==> src/rtl/proc_flex_pkg.sv <==
// Shared encodings for the proc_flex core: opcodes, branch conditions,
// bus-source selects, FSM states and the branch condition evaluator.
package proc_flex_pkg;

    localparam logic [2:0] OP_MV   = 3'b000;
    localparam logic [2:0] OP_MVTB = 3'b001;
    localparam logic [2:0] OP_ADD  = 3'b010;
    localparam logic [2:0] OP_SUB  = 3'b011;
    localparam logic [2:0] OP_LD   = 3'b100;
    localparam logic [2:0] OP_ST   = 3'b101;
    localparam logic [2:0] OP_AND  = 3'b110;
    localparam logic [2:0] OP_CMP  = 3'b111;

    localparam logic [2:0] C_AL = 3'b000;
    localparam logic [2:0] C_EQ = 3'b001;
    localparam logic [2:0] C_NE = 3'b010;
    localparam logic [2:0] C_CC = 3'b011;
    localparam logic [2:0] C_CS = 3'b100;
    localparam logic [2:0] C_PL = 3'b101;
    localparam logic [2:0] C_MI = 3'b110;
    localparam logic [2:0] C_NV = 3'b111;

    // R0..R6 and PC share the register-number encoding so rX/rY map directly.
    typedef enum logic [3:0] {
        SEL_R0, SEL_R1, SEL_R2, SEL_R3, SEL_R4, SEL_R5, SEL_R6, SEL_PC,
        SEL_G, SEL_D9, SEL_D8, SEL_DIN
    } sel_t;

    typedef enum logic [2:0] {T0, T1, T2, T3, T4, T5} state_t;

    typedef enum logic [1:0] {ALU_ADD, ALU_SUB, ALU_AND} alu_op_t;

    // flags are {N,Z,C}
    function automatic logic cond_true(input logic [2:0] cond, input logic [2:0] flags);
        case (cond)
            C_AL:    return 1'b1;
            C_EQ:    return flags[1];
            C_NE:    return !flags[1];
            C_CC:    return !flags[0];
            C_CS:    return flags[0];
            C_PL:    return !flags[2];
            C_MI:    return flags[2];
            default: return 1'b0;
        endcase
    endfunction

endpackage

==> src/rtl/proc_flex_if.sv <==
// Memory/IO bus of the proc_flex core.
// No valid/ready pairing: Run gates the fetch in T0, Done is high in the last
// cycle of each instruction, W is a single-cycle write strobe qualifying ADDR/DOUT,
// and DIN is expected MEM_LAT cycles after ADDR is loaded.
interface proc_flex_if #(parameter int DW = 16);
    logic          Run;
    logic [DW-1:0] DIN;
    logic [DW-1:0] DOUT;
    logic [DW-1:0] ADDR;
    logic          W;
    logic          Done;
    logic [2:0]    Flags;

    modport master (input Run, DIN, output DOUT, ADDR, W, Done, Flags);
    modport slave  (output Run, DIN, input DOUT, ADDR, W, Done, Flags);
endinterface

==> src/rtl/proc_flex_alu.sv <==
// Width-parametrised add/sub/and; subtraction is a + ~b + 1 so C=1 means no borrow.
module proc_flex_alu
    import proc_flex_pkg::*;
#(
    parameter int DW = 16
) (
    input  alu_op_t       op,
    input  logic [DW-1:0] a,
    input  logic [DW-1:0] b,
    output logic [DW-1:0] result,
    output logic          n,
    output logic          z,
    output logic          c
);

    logic [DW:0] sum;

    always_comb begin
        sum = '0;
        case (op)
            ALU_ADD: sum = {1'b0, a} + {1'b0, b};
            ALU_SUB: sum = {1'b0, a} + {1'b0, ~b} + (DW+1)'(1);
            ALU_AND: sum = {1'b0, a & b};
            default: sum = '0;
        endcase
    end

    assign result = sum[DW-1:0];
    assign c      = sum[DW];
    assign n      = sum[DW-1];
    assign z      = (sum[DW-1:0] == '0);

endmodule

==> src/rtl/proc_flex.sv <==
// Multi-cycle accumulator-bus core: r0..r6 plus PC (r7), A/G staging registers,
// {N,Z,C} flags and conditional PC-relative branches.
module proc_flex
    import proc_flex_pkg::*;
#(
    parameter int DW      = 16,
    parameter int MEM_LAT = 1
) (
    input  logic            Clock,
    input  logic            Resetn,
    proc_flex_if.master     bus,
    output state_t          dbg_state
);

    localparam logic [1:0] LAT_LAST = 2'(MEM_LAT - 1);

    state_t        state;
    logic [DW-1:0] regs [0:7];
    logic [DW-1:0] a_reg;
    logic [DW-1:0] g_reg;
    logic [15:0]   ir;
    logic [1:0]    wait_cnt;
    logic [2:0]    flags;

    logic [2:0]    op;
    logic          m;
    logic [2:0]    rx;
    logic [2:0]    ry;
    logic [DW-1:0] d9;
    logic [DW-1:0] d8;
    logic          is_alu;
    logic          is_branch;
    logic          take;
    logic          short_instr;
    sel_t          bus_sel;
    alu_op_t       alu_op;
    logic [DW-1:0] bus_val;
    logic [DW-1:0] alu_res;
    logic          alu_n;
    logic          alu_z;
    logic          alu_c;

    assign op        = ir[15:13];
    assign m         = ir[12];
    assign rx        = ir[11:9];
    assign ry        = ir[2:0];
    assign d9        = {{(DW-9){ir[8]}}, ir[8:0]};
    assign d8        = {ir[7:0], {(DW-8){1'b0}}};
    assign is_alu    = (op == OP_ADD) || (op == OP_SUB) || (op == OP_AND) || (op == OP_CMP);
    assign is_branch = (op == OP_MVTB) && !m;
    assign take      = cond_true(rx, flags);
    // mv, mvt and untaken branches finish in T3
    assign short_instr = (state == T3) &&
                         ((op == OP_MV) || ((op == OP_MVTB) && (m || !take)));

    assign bus.Done  = short_instr || (state == T5);
    assign bus.Flags = flags;
    assign dbg_state = state;

    always_comb begin
        bus_sel = SEL_G;
        alu_op  = ALU_ADD;
        case (state)
            T3: begin
                if (op == OP_MV)
                    bus_sel = m ? SEL_D9 : sel_t'({1'b0, ry});
                else if (op == OP_MVTB)
                    bus_sel = m ? SEL_D8 : SEL_PC;
                else if ((op == OP_LD) || (op == OP_ST))
                    bus_sel = sel_t'({1'b0, ry});
                else
                    bus_sel = sel_t'({1'b0, rx});
            end
            T4: begin
                if (op == OP_ST)
                    bus_sel = sel_t'({1'b0, rx});
                else if (is_branch)
                    bus_sel = SEL_D9;
                else
                    bus_sel = m ? SEL_D9 : sel_t'({1'b0, ry});
            end
            T5:      bus_sel = (op == OP_LD) ? SEL_DIN : SEL_G;
            default: bus_sel = SEL_G;
        endcase
        case (op)
            OP_SUB, OP_CMP: alu_op = ALU_SUB;
            OP_AND:         alu_op = ALU_AND;
            default:        alu_op = ALU_ADD;
        endcase
    end

    always_comb begin
        bus_val = g_reg;
        case (bus_sel)
            SEL_G:   bus_val = g_reg;
            SEL_D9:  bus_val = d9;
            SEL_D8:  bus_val = d8;
            SEL_DIN: bus_val = bus.DIN;
            default: bus_val = regs[bus_sel[2:0]];
        endcase
    end

    proc_flex_alu #(.DW(DW)) u_alu (
        .op     (alu_op),
        .a      (a_reg),
        .b      (bus_val),
        .result (alu_res),
        .n      (alu_n),
        .z      (alu_z),
        .c      (alu_c)
    );

    always_ff @(posedge Clock) begin
        if (!Resetn) begin
            state    <= T0;
            for (int i = 0; i < 8; i++) regs[i] <= '0;
            a_reg    <= '0;
            g_reg    <= '0;
            ir       <= '0;
            bus.ADDR <= '0;
            bus.DOUT <= '0;
            bus.W    <= 1'b0;
            flags    <= 3'b000;
            wait_cnt <= '0;
        end else begin
            bus.W <= 1'b0;
            case (state)
                T0: begin
                    bus.ADDR <= regs[7];
                    if (bus.Run) begin
                        regs[7] <= regs[7] + DW'(1);
                        state   <= T1;
                    end
                end
                T1: begin
                    if (wait_cnt == LAT_LAST) begin
                        wait_cnt <= '0;
                        state    <= T2;
                    end else begin
                        wait_cnt <= wait_cnt + 2'd1;
                    end
                end
                T2: begin
                    ir    <= bus.DIN[15:0];
                    state <= T3;
                end
                T3: begin
                    if ((op == OP_MV) || ((op == OP_MVTB) && m)) begin
                        regs[rx] <= bus_val;
                        state    <= T0;
                    end else if (is_branch && !take) begin
                        state <= T0;
                    end else if ((op == OP_LD) || (op == OP_ST)) begin
                        bus.ADDR <= bus_val;
                        state    <= T4;
                    end else begin
                        a_reg <= bus_val;
                        state <= T4;
                    end
                end
                T4: begin
                    if (op == OP_LD) begin
                        if (wait_cnt == LAT_LAST) begin
                            wait_cnt <= '0;
                            state    <= T5;
                        end else begin
                            wait_cnt <= wait_cnt + 2'd1;
                        end
                    end else if (op == OP_ST) begin
                        bus.DOUT <= bus_val;
                        bus.W    <= 1'b1;
                        state    <= T5;
                    end else begin
                        g_reg <= alu_res;
                        // branch target arithmetic must leave the flags alone
                        if (!is_branch)
                            flags <= {alu_n, alu_z, (op == OP_AND) ? flags[0] : alu_c};
                        state <= T5;
                    end
                end
                T5: begin
                    if ((op == OP_LD) || (is_alu && (op != OP_CMP)) || is_branch)
                        regs[is_branch ? 3'd7 : rx] <= bus_val;
                    state <= T0;
                end
                default: state <= T0;
            endcase
        end
    end

endmodule

==> src/flat_wrapper.sv <==
// flat-port wrapper written by rule: the top's interface ports become plain ports
module proc_flex_flat import proc_flex_pkg::*;
#(
    parameter int DW      = 16,
    parameter int MEM_LAT = 1
)
  (Clock, Resetn, dbg_state, bus_Run, bus_DIN, bus_DOUT, bus_ADDR, bus_W, bus_Done, bus_Flags);
  proc_flex_if #(.DW(DW)) bus_i ();
  input  logic Clock;
  input  logic Resetn;
  output state_t dbg_state;
  input wire logic [$bits(bus_i.Run)-1:0] bus_Run;
  input wire logic [$bits(bus_i.DIN)-1:0] bus_DIN;
  output wire logic [$bits(bus_i.DOUT)-1:0] bus_DOUT;
  output wire logic [$bits(bus_i.ADDR)-1:0] bus_ADDR;
  output wire logic [$bits(bus_i.W)-1:0] bus_W;
  output wire logic [$bits(bus_i.Done)-1:0] bus_Done;
  output wire logic [$bits(bus_i.Flags)-1:0] bus_Flags;
  assign bus_i.Run = bus_Run;
  assign bus_i.DIN = bus_DIN;
  assign bus_DOUT = bus_i.DOUT;
  assign bus_ADDR = bus_i.ADDR;
  assign bus_W = bus_i.W;
  assign bus_Done = bus_i.Done;
  assign bus_Flags = bus_i.Flags;
  proc_flex #(.DW(DW), .MEM_LAT(MEM_LAT)) u_core (.Clock(Clock), .Resetn(Resetn), .bus(bus_i), .dbg_state(dbg_state));
endmodule
==> config.mk <==
export PLATFORM = sky130hd
export DESIGN_NAME = proc_flex_flat
export DESIGN_NICKNAME = d
export VERILOG_FILES = /design/src/rtl/proc_flex_pkg.sv /design/src/rtl/proc_flex_if.sv /design/src/rtl/proc_flex_alu.sv /design/src/rtl/proc_flex.sv /design/src/flat_wrapper.sv
export SDC_FILE = /design/constraint.sdc
export NUM_CORES = 1
export LEC_CHECK = 0
export BUFFER_PORTS_ARGS = -buffer_cell sky130_fd_sc_hd__buf_2
export CORE_MARGIN = 5
export CORE_UTILIZATION = 40
export DETAILED_ROUTE_END_ITERATION = 10
export MAX_ROUTING_LAYER = met4
export PLACE_DENSITY = 0.6
export SETUP_SLACK_MARGIN = 0.4
export SYNTH_ARGS = -nofsm -noshare
export SYNTH_HDL_FRONTEND = slang
export SYNTH_SLANG_ARGS = --single-unit
==> constraint.sdc <==
create_clock -name Clock -period 8.6 [get_ports Clock]
set_input_delay 1.72 -clock Clock [delete_from_list [all_inputs] [get_ports Clock]]
set_output_delay 1.72 -clock Clock [all_outputs]
set_load 0.005 [all_outputs]
==> impl_metrics.env <==
export IMPL_clock_sinks=217
export IMPL_hpwl_um=26800
export IMPL_critPathMaxFanout=26
export IMPL_initial_core_util_pct=40.81
export IMPL_fp_dieH_um=184.4
export IMPL_p_sw_mw=0.7012
export IMPL_path_cells="nor2b_1 > and4_1 > a211o_1 > buf_4 > nor2_1 > a2111oi_4 > and2_1 > inv_1 > ha_1 > a21o_1 > a21o_1 > a2111o_1 > a31o_2 > a211oi_1 > nor2b_1 > o21ai_0 > and3_1 > o31ai_1 > a21oi_1 > nand4_1 > nor4_1 > a31o_1"
export IMPL_slowest_stage="a211o_1"
export IMPL_clockPowerShare_pct=44.0
export IMPL_io_pins=59
export IMPL_synthArstFlopShare_pct=0
export IMPL_gp_congestion=0.9449
export IMPL_post_cts_buffers=0
export IMPL_crit_buf_inv=2
export IMPL_hold_violations=0
export IMPL_postCtsHoldBufs=0
export IMPL_final_cell_mix="nor2_1 (268), nand2_1 (254), edfxtp_1 (128)"
export IMPL_p_per_area_mw_per_mm2=196.1
export IMPL_synthCells=1476
export IMPL_r2r_slack_ps=1710
export IMPL_fillers=2960
export IMPL_period_share_pct=80.13
export IMPL_cts_root_buf="clkbuf_16"
export IMPL_rsz0062_at_grt="no"
export IMPL_multi_input_area_mm2=0.005977
export IMPL_slew_viol_final=0
export IMPL_combPwrFrac_pct=11.6
export IMPL_avgViaCountPerCell=5.735
export IMPL_numCtsBuffers=26
export IMPL_tns_ps=0
export IMPL_grt_max_degree=55
export IMPL_power_frac_seq_pct=44.4
export IMPL_largest_register="u_core.regs"
export IMPL_drv_cap=0
export IMPL_coreArea_mm2=0.02980
export IMPL_status="finished clean"
export IMPL_syn_area_mm2=0.01216
export IMPL_fp_dieW_um=184.4
export IMPL_min_period_ps=6892
export IMPL_antenna_found_initial=0
export IMPL_seq_area_mm2=0.005625
export IMPL_portBuffers=58
export IMPL_crit_type="flop to flop"
export IMPL_syn_avg_cell_area_um2=8.239
export IMPL_path_delay_family="compound AO/OA/AOI/OAI gates"
export IMPL_totalPowerFinal_mw=2.678
export IMPL_wl_per_cell_um=20.85
export IMPL_netSwitchingFraction_pct=26.18
export IMPL_synth_edff_count=128
export IMPL_wl_um=39430
export IMPL_cts_resized_gates=0
export IMPL_grt_pass1_vias=10360
export IMPL_syn_num_nets=1537
export IMPL_clockBufferDepth=3
export IMPL_slew_headroom_pct=20.54
export IMPL_tightest_slew_ps=1188
export IMPL_clkTransAtPathRegs_ps=60
export IMPL_die_area_mm2=0.03399
export IMPL_hp_class="flop to flop"
export IMPL_grt_pass1_wl_um=60890
export IMPL_ys_seq_elements=217
export IMPL_ant_nets=0
export IMPL_internal_power_mw=1.977
export IMPL_drc=0
export IMPL_yosysWarningCount=0
export IMPL_clock_fmax_ghz=0.1451
export IMPL_drive_gt1_share_pct=10.06
export IMPL_startpoint_type="flop"
export IMPL_skew_ps=15.08
export IMPL_area_growth_pct=12.35
export IMPL_insertion_delay_ps=540
export IMPL_slowest_delay_ps=800
export IMPL_synthDistinctLibCells=75
export IMPL_dr_pass1_iters=5
export IMPL_nets=1542
export IMPL_worstPathArrival_ps=7370
export IMPL_ir_drop_mv=0.1414
export IMPL_synth_seq_area_share_pct=46.26
export IMPL_track_usage_pct=23.51
export IMPL_synthFlopType="edfxtp_1"
export IMPL_dr_total_vias=10840
export IMPL_cp_end_kind="flop"
export IMPL_cts_htree_levels=1
export IMPL_initialDrtViolationCount=970
export IMPL_cts_tree="done"
export IMPL_diodes=0
export IMPL_required_ps=9070
export IMPL_final_common_cell="nor2_1"
export IMPL_overflow=0
export IMPL_row_count=63
export IMPL_p_leak_nw=5.304
export IMPL_largest_reg_flops=128
export IMPL_setup_viol=0
synth_stat cells (all sizes together), types with 3 or more instances:
cell type | n | area, um^2
o31ai | 5 | 37.54
a31o | 5 | 43.79
nor2b | 11 | 68.82
nand2 | 256 | 963.4
a22o | 5 | 43.79
o21ai | 72 | 360.4
a31oi | 13 | 81.33
o211ai | 18 | 135.1
nor4 | 6 | 43.79
nor3b | 3 | 22.52
inv | 40 | 150.1
xor2 | 8 | 70.07
buf | 16 | 82.58
mux2i | 11 | 110.1
a211o | 3 | 26.28
and3 | 13 | 81.33
nor3 | 21 | 105.1
a211oi | 16 | 125.1
o2111a | 3 | 33.78
nor2 | 269 | 1012
edfxtp | 128 | 3844
nand4 | 4 | 25.02
or4 | 3 | 22.52
and2 | 8 | 50.05
o221ai | 4 | 35.03
o22ai | 21 | 131.4
xnor2 | 14 | 122.6
a21oi | 125 | 625.6
nand3 | 70 | 350.3
nand2b | 13 | 83.83
dfxtp | 89 | 1782
ha | 41 | 513.0
a221oi | 13 | 113.9
a22oi | 4 | 30.03
clkbuf | 93 | 349.1
mux2 | 3 | 37.53
o21bai | 4 | 30.03
a21o | 8 | 60.06
kinds of logic (layout without fill, tap and decap cells):
logic type / after synthesis / in the layout / synth area share (%)
flops: 217 / 217 / 46.26
xor+xnor: 22 / 22 / 1.585
mux: 14 / 14 / 1.214
fa+ha+maj: 42 / 42 / 4.383
compound gates: 338 / 338 / 17.35
buf+inv: 149 / 174 / 4.784
simple gates: 694 / 694 / 24.43
per-stage QoR:
step / area [um^2] / cells / util (%) / setup WS (ps) / hold WS (ps)
floorplan: 12160 / 1476 / - / 3042 / 431.7
global placement: 12740 / 1843 / 42.76 / 1950 / 461.8
detailed placement: 12740 / 1843 / 42.76 / 1870 / 459.5
CTS: 13660 / 1891 / 45.85 / 1859 / 468.4
global route: 13660 / 1891 / 45.85 / 1182 / 495.8
finish: 13660 / 1891 / 45.85 / 1708 / 466.5
worst register-to-register path, stage by stage, from the launching register on:
cell	delay, ps
dfxtp_1	570
nor2b_1	330
and4_1	630
a211o_1	810
buf_4	420
nor2_1	120
a2111oi_4	530
and2_1	230
inv_1	70
ha_1	320
a21o_1	180
a21o_1	200
a2111o_1	460
a31o_2	290
a211oi_1	250
nor2b_1	110
o21ai_0	190
and3_1	180
o31ai_1	60
a21oi_1	300
nand4_1	150
nor4_1	250
a31o_1	170
metal layers:
layer | wire length [um] | track usage (%)
met3 | 3004 | 3.237
met4 | 877 | 5.206
met1 | 17360 | 32.91
met2 | 18180 | 36.59
met5 | 0 | -
path summary, 6_finish.rpt:
check / cells after the start / startpoint / endpoint
min reg2reg: 2 / u_core.ir[8] / u_core.ir[8]
min: 2 / u_core.ir[8] / u_core.ir[8]
max: 22 / u_core.ir[15] / u_core.bus.Flags[1]
max reg2reg: 22 / u_core.ir[15] / u_core.bus.Flags[1]
cell type report:
type                       instances  share of cell area, %
sequential                       217                  41.18
clock inverter                    17                  1.694
inverter                          40                  1.099
timing repair buffer              86                  3.663
clock buffer                      31                  5.046
multi-input combinational       1110                  43.75
tap                              390                  3.572
power groups by stage:
stage	sequential, mW	combinational (mW)	clock (mW)
floorplan	1.19	0.212	0
global placement	1.21	0.307	0
detailed placement	1.21	0.309	0
CTS	1.19	0.310	1.20
global route	1.19	0.343	1.24
finish	1.19	0.311	1.18
Power figures use the tool's default switching activity.
